--- src/rtl/regfile_writeback.sv ---
// Write-port arbiter for the register file: ALU results take priority, long-latency
// results are buffered in a small FIFO or bypassed, and a busy scoreboard tracks pending writes.
module regfile_writeback #(
  parameter int DEPTH = 4
) (
  input  logic                       clk,
  input  logic                       rst,
  input  logic                       alu_valid,
  input  logic [4:0]                 alu_dest,
  input  logic [31:0]                alu_data,
  input  logic                       lsu_valid,
  output logic                       lsu_ready,
  input  logic [4:0]                 lsu_dest,
  input  logic [31:0]                lsu_data,
  input  logic                       issue_valid,
  input  logic [4:0]                 issue_dest,
  output logic                       reg_write,
  output logic [4:0]                 dest,
  output logic [31:0]                write_data,
  output logic [31:0]                busy,
  output logic [$clog2(DEPTH):0]     fifo_count
);
  localparam int AW = $clog2(DEPTH);
  localparam logic [AW:0] FULL = (AW+1)'(DEPTH);

  logic [4:0]    dest_mem [DEPTH];
  logic [31:0]   data_mem [DEPTH];
  logic [AW-1:0] rd_ptr_reg, wr_ptr_reg;
  logic [AW:0]   count_reg, count_next;

  logic          lsu_hs, fifo_empty, pop, bypass, push, sel_valid;
  logic [4:0]    sel_dest;
  logic [31:0]   sel_data;
  logic [31:0]   busy_reg, busy_next;

  assign lsu_ready  = (count_reg < FULL);
  assign fifo_empty = (count_reg == '0);
  assign lsu_hs     = lsu_valid & lsu_ready;
  assign pop        = ~alu_valid & ~fifo_empty;
  assign bypass     = ~alu_valid & fifo_empty & lsu_hs;
  assign push       = lsu_hs & ~bypass;
  assign sel_valid  = alu_valid | pop | bypass;

  always_comb begin
    sel_dest = lsu_dest;
    sel_data = lsu_data;
    if (alu_valid) begin
      sel_dest = alu_dest;
      sel_data = alu_data;
    end else if (pop) begin
      sel_dest = dest_mem[rd_ptr_reg];
      sel_data = data_mem[rd_ptr_reg];
    end
  end

  always_comb begin
    count_next = count_reg;
    if (push && !pop)
      count_next = count_reg + 1'b1;
    else if (pop && !push)
      count_next = count_reg - 1'b1;
  end

  // Per-register scoreboard: a same-cycle issue overrides the completing write.
  generate
    for (genvar gi = 0; gi < 32; gi++) begin : g_busy
      if (gi == 0) begin : g_zero
        assign busy_next[gi] = 1'b0;
      end else begin : g_reg
        logic set_bit, clr_bit;
        assign set_bit = issue_valid && (issue_dest == 5'(gi));
        assign clr_bit = (pop || bypass) && (sel_dest == 5'(gi));
        assign busy_next[gi] = set_bit | (busy_reg[gi] & ~clr_bit);
      end
    end
  endgenerate

  always_ff @(posedge clk) begin
    if (push) begin
      dest_mem[wr_ptr_reg] <= lsu_dest;
      data_mem[wr_ptr_reg] <= lsu_data;
    end
  end

  always_ff @(posedge clk or negedge rst) begin
    if (!rst) begin
      rd_ptr_reg <= '0;
      wr_ptr_reg <= '0;
      count_reg  <= '0;
      busy_reg   <= '0;
      reg_write  <= 1'b0;
      dest       <= '0;
      write_data <= '0;
    end else begin
      if (push) wr_ptr_reg <= wr_ptr_reg + 1'b1;
      if (pop)  rd_ptr_reg <= rd_ptr_reg + 1'b1;
      count_reg <= count_next;
      busy_reg  <= busy_next;
      // x0 results are consumed but never written; data is zeroed for cleanliness.
      reg_write <= sel_valid && (sel_dest != 5'd0);
      if (sel_valid) begin
        dest       <= sel_dest;
        write_data <= (sel_dest == 5'd0) ? 32'd0 : sel_data;
      end
    end
  end

  assign busy       = busy_reg;
  assign fifo_count = count_reg;
endmodule

--- config.mk ---
export PLATFORM = sky130hd
export DESIGN_NAME = regfile_writeback
export DESIGN_NICKNAME = d
export VERILOG_FILES = /design/src/rtl/regfile_writeback.sv
export SDC_FILE = /design/constraint.sdc
export NUM_CORES = 1
export LEC_CHECK = 0
export BUFFER_PORTS_ARGS = -buffer_cell sky130_fd_sc_hd__buf_2
export CAP_MARGIN = 20
export CORE_MARGIN = 5
export CORE_UTILIZATION = 25
export CTS_BUF_LIST = sky130_fd_sc_hd__clkbuf_4 sky130_fd_sc_hd__clkbuf_8 sky130_fd_sc_hd__clkbuf_16
export CTS_CLUSTER_DIAMETER = 40
export DETAILED_ROUTE_END_ITERATION = 16
export GPL_TIMING_DRIVEN = 0
export PLACE_DENSITY_LB_ADDON = 0.1
export SETUP_SLACK_MARGIN = 0.5
export SKIP_CTS_REPAIR_TIMING = 1
export SLEW_MARGIN = 20
export SYNTH_ARGS = -nofsm -noshare
export SYNTH_HDL_FRONTEND = slang
export SYNTH_SLANG_ARGS = --single-unit
--- constraint.sdc ---
create_clock -name clk -period 2.6 [get_ports clk]
set_input_delay 0.13 -clock clk [delete_from_list [all_inputs] [get_ports clk]]
set_output_delay 0.13 -clock clk [all_outputs]
set_load 0.03 [all_outputs]
==> out/metrics.yaml <==
status: "finished with violations"
violations: "negative hold slack"
clock.fmax_mhz: 420
grt.total_usage_pct: 14.1
r2r-start: "rd_ptr_reg[0]$_DFFE_PN0N_"
preCtsSetupSlack_ns: -0.328
antennaDiodeCount: 0
synth_nets: 745
p_total_mw: 17.5
nets: 1062
hold_path_startpoint: "issue_dest[2]"
clock_power_share_pct: 33.2
slew_headroom_pct: 27.0
yosysTopAreaCell: "edfxtp_1"
crit_chain: "buf_12 -> mux4_2 -> o211ai_1 -> nand3_4 -> nor3_4 -> buf_12 -> clkbuf_16 -> o31ai_2"
grt_max_degree: 42
first_global_vias: 6972
hold_class: "in2reg"
ir_drop_mv: 0.563
layout-drive-gt1-share_pct: 41.6
synth.distinct_cells: 45
io_pins: 158
tightest_slew_ns: 1.09
die_width_um: 204
critPathMaxFanout: 8
switchingPower_mw: 6.22
cp-end-kind: "register"
hold_viol: 3
drv_cap: 0
cp.required_ns: 3.01
setup_viol: 0
routed_via_density: 4.57
ys_ff_latch: 224
clk_path_buf_depth: 3
cts-buffers-inserted: 44
post_drt_wl_per_cell_um: 21.0
clkSinkCount: 224
rsz0062_at_grt: "true"
crit_buf_inv: 3
drt_pass1_iterations: 4
drt_iter0_markers: 267
crit_start: "rd_ptr_reg[0]$_DFFE_PN0N_"
routabilityCongestion: 0.718
fin_skew_ns: 0.00970
die_y_um: 204
routed_wl_mm: 31.8
synthCells: 655
start_kind: "register"
clk_pin_slew_ns: 0.05
synthToLayoutAreaGrowth_pct: 50.1
slowest_stage: "mux4_2"
cts_tree: "done"
ys_seq_area_share_pct: 67.6
syn-cell-area_sq_um: 9390
p_int_mw: 11.3
yosys_warnings: 0
yosys-top-cells-area: "edfxtp_1 (47%), dfrtp_1 (20%), mux4_2 (8.4%), nand2_1 (4.1%), o31ai_1 (4.1%)"
post-route-drc-count: 0
power.static_leakage_nw: 5.37
synth_top_cell_area_share_pct: 47.3
grt_pass1_wl_mm: 44.2
cts_max_level: 2
finalCriticalPeriod_ns: 2.38
clkLatencyLatePin_ns: 0.54
portBuffers: 156
p_per_area_nw_per_um2: 1240
rows: 71
synth.avg_cell_area_sq_um: 14.3
drv_slew: 0
max_stage_delay_ns: 0.56
swShare_pct: 35.6
dieArea_sq_um: 41500
cpLargestDelayFamily: "multiplexers"
ant_nets: 0
core_sq_um: 37400
worst-setup-path-type: "reg2reg"
largest_reg_flops: 128
start_util_pct: 25.1
grt-ovfl-total: 0
place_hpwl_mm: 18.9
p_comb_share_pct: 37.1
antenna_found_initial: 0
clock-root-buffer: "clkbuf_16"
setup_slack_ns: 0.220
num_vias: 6930
cp_common_cell: "buf_12"
final_common_cell: "buf_2"
final_cell_mix: "buf_2 (156), edfxtp_1 (148), nand2_1 (103), dfrtp_1 (72), dlygate4sd3_1 (69)"
seq_power_share_pct: 29.7
period_share_pct: 91.5
arrival_ns: 2.79
hold-worst-slack_ns: -0.00325
-- metal layers --
metal  global-route usage, %  vias to the layer above  wire, um
li1                        -                     3209         -
met1                    18.6                     3503     14200
met2                    23.2                      181     15500
met3                    4.04                       37      1590
met4                    3.52                        0       485
met5                       0                        -         0
-- per-stage QoR --
stage / hold slack (ns) / cells / util (%) / cell area, sq um / TNS (ns)
global placement: 0.374 / 1322 / 29.0 / 10900 / -95.72
detailed placement: 0.0716 / 1323 / 29.1 / 10900 / -41.54
finish: -0.00325 / 1518 / 37.7 / 14100 / 0
floorplan: -0.166 / 655 / - / 9430 / 0
global route: 0.00225 / 1518 / 37.7 / 14100 / 0
CTS: -0.510 / 1404 / 33.2 / 12400 / -9.27
-- Yosys cell counts, drive strengths merged --
master / n
fa: 1
mux2: 2
ha: 5
o211a: 1
nor3: 3
nand2: 103
nand4: 1
or2: 1
edfxtp: 148
conb: 1
nor2b: 7
o21ai: 33
nand3: 11
o41ai: 12
inv: 6
o31ai: 51
nor2: 9
nor3b: 1
a21o: 1
a22o: 4
xnor2: 4
a2bb2oi: 1
a31oi: 4
o211ai: 4
xor2: 2
a221o: 4
and2: 4
a21oi: 67
nand2b: 2
o22ai: 2
or3: 2
a22oi: 4
mux4: 37
buf: 20
dfrtp: 76
clkbuf: 21
-- power groups by stage --
| stage | clock, mW | sequential, mW | combinational [mW] |
|---|---|---|---|
| floorplan | 0 | 6.17 | 2.52 |
| detailed placement | 0 | 5.21 | 5.31 |
| CTS | 5.95 | 5.16 | 5.33 |
| global placement | 0 | 5.23 | 5.26 |
| finish | 5.81 | 5.19 | 6.49 |
| global route | 6.13 | 5.28 | 6.98 |
-- logic make-up (layout without fill, tap and decap cells) --
group / Yosys count / after routing / share of synthesized area (%)
other: 1 / 1 / 0.0400
and+or+nand+nor: 144 / 152 / 6.72
AOI/OAI and AO/OA: 188 / 188 / 12.6
buffers and inverters: 47 / 391 / 2.35
DFF: 224 / 224 / 67.6
adders and majority gates: 6 / 6 / 0.880
xor gates and xnor gates: 6 / 6 / 0.560
muxes: 39 / 39 / 9.20
-- worst min-delay path: cells and delay by family --
kind | cells | cell delay (ns)
compound gates | 1 | 0.08
simple gates | 1 | 0.16
buf+inv | 1 | 0.13
-- final cells by class --
cell class / instances / area [sq um]
buffer: 41 / 308
clock buffer: 56 / 1230
clock inverter: 25 / 295
fill: 3625 / 23300
inverter: 6 / 22.5
multi-input combinational: 392 / 3320
sequential: 224 / 6350
tap: 511 / 639
timing repair buffer: 263 / 1920
-- worst paths after layout --
kind	endpoint	slack [ns]	cells after the start
setup / recovery	write_data[15]$_DFFE_PN0N_	0.22	8
hold / removal	busy[30]$_DFF_PN0_	-0.003	3
setup reg to reg	write_data[15]$_DFFE_PN0N_	0.22	8
hold reg to reg	write_data[29]$_DFFE_PN0N_	0.48	2
max in group asynchronous	rd_ptr_reg[0]$_DFFE_PN0N_	1.94	3
min in group asynchronous	busy[25]$_DFF_PN0_	0.07	2
Note: power is estimated with default switching activity, not from simulation.
